$ cat src/rtl/id_ex_stage.sv
// id_ex_stage: ID/EX pipeline register for the MIPS datapath.
// Captures decoded control, operands and register addresses from ID,
// inserts a single bubble on a load-use dependency, honours EX
// back-pressure and a branch flush.
// Build option: define ID_EX_STALL_CNT_EN to build the hazard bubble
// counter on stall_count; otherwise stall_count is tied to zero.
module id_ex_stage #(
    parameter int DATA_W     = 32,
    parameter int REG_ADDR_W = 5
) (
    input  logic                  clk,
    input  logic                  rst,
    input  logic                  in_valid,
    output logic                  in_ready,
    input  logic                  reg_dst,
    input  logic                  branch,
    input  logic                  mem_read,
    input  logic                  mem_to_reg,
    input  logic                  mem_write,
    input  logic                  alu_src,
    input  logic                  reg_write,
    input  logic [1:0]            alu_op,
    input  logic [DATA_W-1:0]     rs_data,
    input  logic [DATA_W-1:0]     rt_data,
    input  logic [DATA_W-1:0]     imm,
    input  logic [REG_ADDR_W-1:0] rs_addr,
    input  logic [REG_ADDR_W-1:0] rt_addr,
    input  logic [REG_ADDR_W-1:0] rd_addr,
    input  logic                  flush,
    input  logic                  out_ready,
    output logic                  ex_valid,
    output logic                  ex_reg_dst,
    output logic                  ex_branch,
    output logic                  ex_mem_read,
    output logic                  ex_mem_to_reg,
    output logic                  ex_mem_write,
    output logic                  ex_alu_src,
    output logic                  ex_reg_write,
    output logic [1:0]            ex_alu_op,
    output logic [DATA_W-1:0]     ex_rs_data,
    output logic [DATA_W-1:0]     ex_rt_data,
    output logic [DATA_W-1:0]     ex_imm,
    output logic [REG_ADDR_W-1:0] ex_rs_addr,
    output logic [REG_ADDR_W-1:0] ex_rt_addr,
    output logic [REG_ADDR_W-1:0] ex_rd_addr,
    output logic                  hazard,
    output logic [15:0]           stall_count
);

    typedef struct packed {
        logic                  reg_dst;
        logic                  branch;
        logic                  mem_read;
        logic                  mem_to_reg;
        logic                  mem_write;
        logic                  alu_src;
        logic                  reg_write;
        logic [1:0]            alu_op;
        logic [DATA_W-1:0]     rs_data;
        logic [DATA_W-1:0]     rt_data;
        logic [DATA_W-1:0]     imm;
        logic [REG_ADDR_W-1:0] rs_addr;
        logic [REG_ADDR_W-1:0] rt_addr;
        logic [REG_ADDR_W-1:0] rd_addr;
    } id_ex_t;

    id_ex_t id_d;
    id_ex_t ex_q;
    logic   ex_vld_q;
    logic   uses_rt;
    logic   advance;

    // Pack the ID-side fields so the register update is a single assignment.
    always_comb begin
        id_d = '{reg_dst: reg_dst, branch: branch, mem_read: mem_read,
                 mem_to_reg: mem_to_reg, mem_write: mem_write,
                 alu_src: alu_src, reg_write: reg_write, alu_op: alu_op,
                 rs_data: rs_data, rt_data: rt_data, imm: imm,
                 rs_addr: rs_addr, rt_addr: rt_addr, rd_addr: rd_addr};
    end

    // Load-use detection against the held load; $zero never conflicts.
    // Only R-type, store and branch actually read rt as a source.
    always_comb begin
        uses_rt  = reg_dst | mem_write | branch;
        hazard   = in_valid & ex_vld_q & ex_q.mem_read & (ex_q.rt_addr != '0) &
                   ((ex_q.rt_addr == rs_addr) | (uses_rt & (ex_q.rt_addr == rt_addr)));
        advance  = !ex_vld_q | out_ready;
        in_ready = !rst & !flush & !hazard & advance;
    end

    // Stage register: flush beats back-pressure, which beats hazard bubbles.
    // Bubbles clear the whole bundle so EX never sees stale control bits.
    always_ff @(posedge clk or posedge rst) begin
        if (rst) begin
            ex_q     <= '0;
            ex_vld_q <= 1'b0;
        end else if (flush) begin
            ex_q     <= '0;
            ex_vld_q <= 1'b0;
        end else if (!advance) begin
            ex_q     <= ex_q;
            ex_vld_q <= ex_vld_q;
        end else if (hazard) begin
            ex_q     <= '0;
            ex_vld_q <= 1'b0;
        end else if (in_valid) begin
            ex_q     <= id_d;
            ex_vld_q <= 1'b1;
        end else begin
            ex_q     <= '0;
            ex_vld_q <= 1'b0;
        end
    end

`ifdef ID_EX_STALL_CNT_EN
    logic [15:0] stall_cnt_q;

    // Count hazard bubbles only; holds and flushes do not count. Saturates.
    always_ff @(posedge clk or posedge rst) begin
        if (rst)
            stall_cnt_q <= '0;
        else if (!flush && advance && hazard && stall_cnt_q != 16'hFFFF)
            stall_cnt_q <= stall_cnt_q + 16'd1;
    end

    assign stall_count = stall_cnt_q;
`else
    assign stall_count = 16'h0000;
`endif

    assign ex_valid      = ex_vld_q;
    assign ex_reg_dst    = ex_q.reg_dst;
    assign ex_branch     = ex_q.branch;
    assign ex_mem_read   = ex_q.mem_read;
    assign ex_mem_to_reg = ex_q.mem_to_reg;
    assign ex_mem_write  = ex_q.mem_write;
    assign ex_alu_src    = ex_q.alu_src;
    assign ex_reg_write  = ex_q.reg_write;
    assign ex_alu_op     = ex_q.alu_op;
    assign ex_rs_data    = ex_q.rs_data;
    assign ex_rt_data    = ex_q.rt_data;
    assign ex_imm        = ex_q.imm;
    assign ex_rs_addr    = ex_q.rs_addr;
    assign ex_rt_addr    = ex_q.rt_addr;
    assign ex_rd_addr    = ex_q.rd_addr;

endmodule

$ cat config.mk
export PLATFORM = sky130hd
export DESIGN_NAME = id_ex_stage
export DESIGN_NICKNAME = d
export VERILOG_FILES = /design/src/rtl/id_ex_stage.sv
export SDC_FILE = /design/constraint.sdc
export NUM_CORES = 1
export LEC_CHECK = 0
export CAP_MARGIN = 20
export CORE_MARGIN = 1
export CORE_UTILIZATION = 44
export CTS_CLUSTER_DIAMETER = 30
export DETAILED_ROUTE_END_ITERATION = 8
export PLACE_DENSITY = 0.93
export SYNTH_ARGS = -nofsm -noshare
export SYNTH_HDL_FRONTEND = slang
export SYNTH_SLANG_ARGS = --single-unit
$ cat constraint.sdc
create_clock -name clk -period 4.65 [get_ports clk]
set_input_delay 0.465 -clock clk [delete_from_list [all_inputs] [get_ports clk]]
set_output_delay 0.465 -clock clk [all_outputs]
set_load 0.005 [all_outputs]
# ---- After elaboration in Yosys (flattened, before gate mapping)
# Cells that the tools add are included.
# W data, S select, Z words.
dict set report word_totals {
  reg_bits 121
  out_inout_bits 139
  word_cells 43
}
dict set report classes {
  n_reduce_logical 6
  bitwise 12
  n_mux 8
  n_eq_ne 2
}
# cell n
set op_table {}
lappend op_table {{$mux W120} 4}
lappend op_table {{$eq A5 B5 Y1} 2}
lappend op_table {{$and A1 B1 Y1} 8}
lappend op_table {{$reduce_bool A5 Y1} 1}
lappend op_table {{$logic_not A1 Y1} 4}
lappend op_table {{$mux W1} 4}
lappend op_table {{$or A1 B1 Y1} 4}
lappend op_table {{$reduce_bool A2 Y1} 1}

# ---- Depth between registers and ports, before layout
# Gate-level depths: netlist of the first run.
dict set report depth {
  ltp_word 8
  ltp_mapped 6
}

# ---- Worst setup path after synthesis of the first run
# OpenSTA, ideal clock, no wires.
dict set report synth_timing {
  path_type {flip-flop to output port}
  startpoint {register ex_q (netlist bit ex_rt_addr[1])}
  endpoint {output port in_ready}
  path_buffers 0
  setup_slack_ns 2.512
  arrival_ns 1.673
  path_stages_with_launch 5
  required_time_ns 4.185
  path_cell_list {dfrtp_1 -> or4_1 -> o2111ai_2 -> inv_1 -> a2111oi_2}
}
dict set report synth_between {
  elab_chain_len 7
}
# element line
set synth_lines {}
lappend synth_lines {{from (decl)} 68} ;# id_ex_t ex_q;
lappend synth_lines {{from (signal assigned)} 102} ;# ex_q <= ex_q;
lappend synth_lines {{from (signal assigned)} 108} ;# ex_q <= id_d;
lappend synth_lines {{$eq A5 B5 Y1} 87} ;# ((ex_q.rt_addr == rs_addr) | (uses_rt & (ex_q.rt_addr == rt_addr)));
lappend synth_lines {{$and A1 B1 Y1} 87}
lappend synth_lines {{$or A1 B1 Y1} 87}
lappend synth_lines {{$and A1 B1 Y1 *} 86} ;# hazard = in_valid & ex_vld_q & ex_q.mem_read & (ex_q.rt_addr != '0) &
lappend synth_lines {{$logic_not A1 Y1 *} 89} ;# in_ready = !rst & !flush & !hazard & advance;
lappend synth_lines {{$and A1 B1 Y1 * (2 in series)} 89}
lappend synth_lines {{to (decl)} 14} ;# output logic in_ready,
# Mark *: on every way between the ends. The rest lies on a longest branch, timed or not.

# ---- Worst setup path in the final report of the first run
# Same ends and word-level chain as after synthesis.

==> parameters.txt, run 1 <==
Parameter                              Value

Placement
  Placed instance count    between 1000 and 1500
  Minimum setup slack after placement    1490 ps
  Half-perimeter wire length after detailed placement    12400 µm
  Port Buffers    247
  Placement Cell Area    0.00882 mm²
  Gpl congestion    0.887

Layout
  Number of non-filler instances in the completed layout    1118
  Area overhead of the layout relative to synthesis    47.0%
  Most used cells in the layout excluding fill and tap cells    clkdlybuf4s50_1, nand4_1, nand3_1, nand2_1, dfrtp_1
  Post-layout util    0.659
  Cell area after layout    0.00954 mm²
  Ratio of cells with drive above 1 in the final layout    0.0514
  Final Net Count    1046
  Filler cell count in the final layout    approximately 1100
  Antenna Cells    0
  Most common cell after layout, fill and taps aside    clkdlybuf4s50_1

STA
  Worst slew slack as a fraction of its limit    0.284
  Clock period minus final worst setup slack    between 3000 and 4000 ps
  Setup TNS    0 ps
  Transition time at the pin with the least slew margin    1070 ps
  Number of max-slew violations in the final report    0
  Final setup violation count    0
  Hold Vio Cnt, Final    0
  Worst-case clock skew    6.01 ps
  Post-route clock period utilization    0.778
  Worst hold margin    364 ps
  Achievable Freq    276 MHz
  Final setup margin    roughly 1000 ps
  Setup repair after global routing missed its margin    no

Global routing
  Maximum number of pins on one net before global-route repair    241
  Congestion Overflow GR    0
  Vias in the first global route    6023
  Wire length of the first global-routing pass    30600 µm
  Total global routing track utilization    0.257
  Initial antenna violation count    0

Power
  Switching power of the nets    approximately 0.79 mW
  Sequential share of power    0.361
  Power share of the clock group    0.455
  Proportion of total power due to net switching    0.239
  Reported leakage power    roughly 3.5 nW
  Internal power contribution    ~2.5 mW
  Power per Cell Area    348 mW/mm²
  Tot Pwr    roughly 3.3 mW
  Worst IR drop on VDD    229 µV
  Share of total power in combinational logic    0.184

Synth
  Most area-consuming cells after synthesis    dfrtp_1, o211ai_1, nand4_1
  Synth area leader    dfrtp_1
  Number of warnings issued by yosys    0
  Portion of the post-synthesis area used by sequential elements    0.467
  Synthesis-stage register bit count    121
  Number of instances in the synthesized netlist    737
  Count of different cell masters after synthesis    22
  Area share of the leading cell type in the synthesized netlist    0.467
  Mean Syn Cell Area    8.80 µm²
  Cell area after synthesis    around 0.0065 mm²

CTS
  CTS Root Cell    clkbuf_16
  Clock-pin slew on the worst setup and hold paths    50 ps
  Clk Latency, worst-skew pair    410 ps
  Clock tree from TritonCTS    yes
  Max Buffers Root-to-Sink    2
  CTS hold repair buffers    0
  Sinks on Clock Net    121
  Number of H-tree levels    4
  Post-CTS resize count    0
  Num CTS Buffers    17
  Buffers inserted by post-CTS timing repair    0

Route
  Number of iterations in the first detailed-routing pass    6
  DRC violation count after routing    0
  Final Routed Wirelength    between 15000 and 20000 µm
  Number of vias after detailed routing    approximately 7000
  Number of nets with antenna violations after routing    0
  Mean number of vias per cell    6.12
  Iteration-0 DRC Markers    621
  Drt wl/cell    about 18 µm

Setup path
  Critical Path Source Type    flop
  Critical path arrival    ~3200 ps
  Endpoint required time on the critical path    4180 ps
  Critical path peak fanout    25
  CP Capture Type    output port
  Classification of the worst setup path    flop to output port

Floorplanning
  Chip Width    approximately 120 µm
  Std-Cell Core Area    about 0.014 mm²
  Initial cell density of the core    0.448
  Count of boundary I/O pins    264
  Die Area    roughly 0.015 mm²
  Height of the die    123 µm
  Std cell rows    44

Status
  Status    complete, no violations

Worst hold path
  Type of the most critical hold path    primary input to async pin

Run
  Count of maximum capacitance violations    0
==> power by group through the flow <==
| stage | logic [mW] | clock network [mW] | registers, mW |
|---|---|---|---|
| floorplan | 0.246 | 0 | 1.22 |
| global placement | 0.589 | 0 | 1.21 |
| detailed placement | 0.605 | 0 | 1.21 |
| CTS | 0.608 | 1.53 | 1.20 |
| global route | 0.663 | 1.58 | 1.21 |
| finish | 0.609 | 1.51 | 1.20 |
==> logic make-up (layout without fill, tap and decap cells) <==
logic type	count (synthesis)	count (layout)	share of synthesized area
other	1	16	0.000578
AND/OR/NAND/NOR	370	370	0.286
flip-flops	121	121	0.467
XOR/XNOR	10	10	0.0135
buffers and inverters	110	292	0.0868
AO/OA/AOI/OAI	125	125	0.147
==> cells in the mapped netlist <==
library cell  number
a2111oi_2          1
a211oi_1           1
and2_1             1
buf_1              5
buf_2             12
buf_4             16
buf_6             10
clkbuf_1          65
conb_1             1
dfrtp_1          121
inv_1              2
nand2_1          121
nand3_1          121
nand4_1          121
nor2_1             3
nor2b_1            2
o2111ai_2          1
o211ai_1         120
o22ai_1            1
o31ai_1            1
or4_1              1
xnor2_1           10
==> final cells by class <==
| cell class | count | area (µm²) | share of cell area |
|---|---|---|---|
| multi-input cells | 521 | 2990 | 0.314 |
| well taps | 184 | 230 | 0.0241 |
| clock inverters | 6 | 155 | 0.0163 |
| clock buffers | 26 | 529 | 0.0555 |
| repair buffers | 258 | 2590 | 0.271 |
| flip-flops and latches | 121 | 3030 | 0.318 |
| inverters | 2 | 10.0 | 0.00105 |
==> worst paths after layout <==
check / start / endpoint / slack [ps] / cells past startpoint
max in group asynchronous: rst / ex_rt_data[10] / 3330 / 4
setup / recovery: ex_rt_addr[1] / in_ready / 1030 / 5
min in group clk: ex_imm[9] / ex_imm[9] / 490 / 2
hold reg to reg: ex_imm[9] / ex_imm[9] / 490 / 2
hold / removal: rst / ex_mem_write / 360 / 2
setup reg to reg: ex_rt_addr[1] / ex_rs_data[2] / 1530 / 5
==> critical path, cell delays in order, from the launching register on <==
cell,delay [ps]
dfrtp_1,430
or4_1,600
o2111ai_4,630
inv_1,150
a2111oi_2,380
clkdlybuf4s50_1,550
==> per-layer routing <==
metal / track usage / routed length, µm
met5: 0 / 0
met4: 0.165 / 1090
met3: 0.0595 / 1230
met2: 0.383 / 9640
met1: 0.335 / 7970
Power figures use the tool's default switching activity.
==> run 2, diff against run 1 <==
--- a/config.mk
+++ b/config.mk
@@ -7,10 +7,10 @@
 export LEC_CHECK = 0
 export CAP_MARGIN = 20
 export CORE_MARGIN = 1
-export CORE_UTILIZATION = 44
+export CORE_UTILIZATION = 40
 export CTS_CLUSTER_DIAMETER = 30
 export DETAILED_ROUTE_END_ITERATION = 8
-export PLACE_DENSITY = 0.93
+export PLACE_DENSITY = 0.89
 export SYNTH_ARGS = -nofsm -noshare
 export SYNTH_HDL_FRONTEND = slang
 export SYNTH_SLANG_ARGS = --single-unit
==> constraint.sdc (replaced) <==
create_clock -name clk -period 3 [get_ports clk]
set_input_delay 0.3 -clock clk [delete_from_list [all_inputs] [get_ports clk]]
set_output_delay 0.3 -clock clk [all_outputs]
set_load 0.005 [all_outputs]
==> parameters.txt, run 2 (synthesis results as in run 1) <==
Parameter                              Value

Power
  Tot Pwr    4.82 mW (was 3.31 mW)
  Sequential share of power    0.384 (was 0.361)
  Power share of the clock group    0.418 (was 0.455)
  Reported leakage power    3.50 nW (was 3.53 nW)
  Worst IR drop on VDD    350 µV (was 229 µV)
  Power per Cell Area    506 mW/mm² (was 348 mW/mm²)
  Switching power of the nets    1.24 mW (was 0.791 mW)
  Internal power contribution    3.58 mW (was 2.52 mW)
  Share of total power in combinational logic    0.197 (was 0.184)
  Proportion of total power due to net switching    0.257 (was 0.239)

CTS
  Num CTS Buffers    17 (unchanged)
  Sinks on Clock Net    121 (unchanged)
  Clock tree from TritonCTS    yes (unchanged)
  Clk Latency, worst-skew pair    410 ps (about the same)
  Number of H-tree levels    4 (unchanged)
  Clock-pin slew on the worst setup and hold paths    60 ps (was 50 ps)
  Buffers inserted by post-CTS timing repair    0 (unchanged)
  CTS Root Cell    clkbuf_16 (unchanged)
  Max Buffers Root-to-Sink    2 (unchanged)

Placement
  Placement Cell Area    0.00895 mm² (was 0.00882 mm²)
  Placed instance count    1119 (was 1085)
  Port Buffers    247 (unchanged)
  Minimum setup slack after placement    391 ps (was 1490 ps)
  Gpl congestion    0.809 (was 0.887)
  Half-perimeter wire length after detailed placement    12600 µm (was 12400 µm)

Global routing
  Vias in the first global route    6202 (was 6023)
  Wire length of the first global-routing pass    31900 µm (was 30600 µm)
  Maximum number of pins on one net before global-route repair    242 (was 241)
  Congestion Overflow GR    0 (unchanged)
  Initial antenna violation count    0 (unchanged)
  Total global routing track utilization    0.241 (was 0.257)

Route
  Top sig layer    met4 (unchanged)
  Drt wl/cell    17.6 µm (was 17.8 µm)
  Met2 wire length    10200 µm (was 9640 µm)
  DRC violation count after routing    0 (unchanged)
  Met3 layer wire length in the routed design    1300 µm (was 1230 µm)
  Mean number of vias per cell    5.83 (was 6.12)
  Final Routed Wirelength    20200 µm (was 19900 µm)
  Number of vias after detailed routing    6703 (was 6843)
  Number of iterations in the first detailed-routing pass    5 (was 6)
  Number of nets with antenna violations after routing    0 (unchanged)
  Iteration-0 DRC Markers    529 (was 621)
  Post-route met1 wirelength    8120 µm (was 7970 µm)

Worst hold path
  Hold path start    ex_rs_data[9]
  Type of the most critical hold path    flop to flop (was primary input to async pin)

Floorplanning
  Chip Width    129 µm (was 123 µm)
  Initial cell density of the core    0.408 (was 0.448)
  Std-Cell Core Area    0.0159 mm² (was 0.0145 mm²)
  Die Area    0.0167 mm² (was 0.0152 mm²)
  Std cell rows    46 (was 44)
  Count of boundary I/O pins    264 (unchanged)
  Height of the die    129 µm (was 123 µm)

STA
  Hold Vio Cnt, Final    0 (unchanged)
  Post-route clock period utilization    0.921
  Achievable Freq    362 MHz
  Worst hold margin    490 ps (was 364 ps)
  Setup TNS    0 ps (unchanged)
  Transition time at the pin with the least slew margin    1050 ps (was 1070 ps)
  Final setup violation count    0 (unchanged)
  Clock period minus final worst setup slack    between 2000 and 3000 ps
  Number of max-slew violations in the final report    0 (unchanged)
  Setup repair after global routing missed its margin    no (unchanged)
  Worst slew slack as a fraction of its limit    0.299 (was 0.284)
  Worst-case clock skew    9.96 ps (was 6.01 ps)
  Final setup margin    237 ps (was 1030 ps)

Layout
  Ratio of cells with drive above 1 in the final layout    0.0514 (about the same)
  Post-layout util    0.600 (was 0.659)
  Antenna Cells    0 (unchanged)
  Area overhead of the layout relative to synthesis    46.9% (was 47.0%)
  Filler cell count in the final layout    1362 (was 1121)
  Most common cell after layout, fill and taps aside    clkdlybuf4s50_1 (unchanged)
  Number of non-filler instances in the completed layout    1149 (was 1118)
  Cell area after layout    0.00953 mm² (was 0.00954 mm²)
  Most used cells in the layout excluding fill and tap cells    clkdlybuf4s50_1, nand4_1, nand3_1, nand2_1, dfrtp_1 (unchanged)
  Final Net Count    1047 (was 1046)

Setup path
  Critical Path Source    ex_rt_addr[1] (unchanged)
  Family of cells with the greatest summed delay on the critical path    simple AND/OR/NAND/NOR gates (was compound AO/OA/AOI/OAI gates)
  Classification of the worst setup path    flop to output port (unchanged)
  CP Depth    5 (unchanged)
  R2r setup slk    740 ps (was 1530 ps)
  Critical path peak fanout    5 (was 25)
  CP Capture Type    output port (unchanged)
  Reg-to-reg critical path endpoint    ex_rt_data[3] (was ex_rs_data[2])
  Crit-path slowest cell    or4_1 (was o2111ai_4)
  Endpoint required time on the critical path    2700 ps (was 4180 ps)
  Critical Path Source Type    flop (unchanged)
  Delay of the slowest critical-path stage    590 ps (was 630 ps)
  Source of the worst register-to-register timing path    ex_rt_addr[0] (was ex_rt_addr[1])
  Critical path arrival    2460 ps (was 3150 ps)
  Critical Path End    hazard (was in_ready)
  Critical path buffers and inverters    2 (unchanged)
  Worst Reg2Reg Path Length in Cells    5 (unchanged)
  Chain of cells forming the critical path    or4_1, o2111ai_4, inv_1, and2_1, clkdlybuf4s50_1 (was or4_1, o2111ai_4, inv_1, a2111oi_2, clkdlybuf4s50_1)

Status
  Status    complete, no violations (unchanged)

Run
  Count of maximum capacitance violations    0 (unchanged)
## run 2: changes by cell type in the layout (fill, tap and decap cells not counted), sizes merged
cell	before	now
buf	12	13
bufinv	5	2
clkbuf	26	22
clkdlybuf4s50	246	245
clkinv	1	4
clkinvlp	0	3
dlygate4sd2	0	1
inv	2	1
## run 2: layout make-up
| type | instances | area, µm² | area share |
|---|---|---|---|
| inverters | 2 | 11.3 | 0.00118 |
| clock inverters | 8 | 95.1 | 0.00998 |
| multi-input cells | 521 | 2990 | 0.314 |
| repair buffers | 259 | 2650 | 0.278 |
| clock buffers | 22 | 484 | 0.0508 |
| flip-flops and latches | 121 | 3030 | 0.318 |
| well taps | 216 | 270 | 0.0284 |
## run 2: worst register-to-register path: stages, from the launching register on
cell and delay (ps):
dfrtp_1 480, xnor2_1 220, o31ai_1 150, o22ai_4 310, buf_4 680, o211ai_1 280
## run 2: layer usage
metal / vias to the layer above / global-route usage
li1: 3110 / -
met3: 36 / 0.0553
met2: 282 / 0.386
met4: 0 / 0.116
met5: - / 0
met1: 3275 / 0.307
## run 2: power groups by stage
stage | Combinational (mW) | Sequential (mW) | Clock [mW]
after detailed placement | 0.951 | 1.88 | 0
after CTS | 0.954 | 1.85 | 2.06
after floorplan | 0.382 | 1.88 | 0
final | 0.951 | 1.85 | 2.02
after global routing | 1.03 | 1.87 | 2.13
after global placement | 0.926 | 1.88 | 0
## run 2: timing repair
action / 4_1_cts / 5_1_grt
gates resized for setup: 1 / 0
hold buffers: 0 / 0
setup endpoints to repair: 1 / 0
## run 2: worst min path at each step
stage	endpoint	slack [ps]	cells past startpoint
2_1_floorplan	ex_valid	370	1
3_3_place_gp	ex_imm[14]	480	2
3_5_place_dp	ex_rt_data[9]	480	2
4_1_cts	ex_rt_data[18]	500	3
5_1_grt	ex_rt_data[16]	520	3
6_report	ex_rs_data[9]	490	2
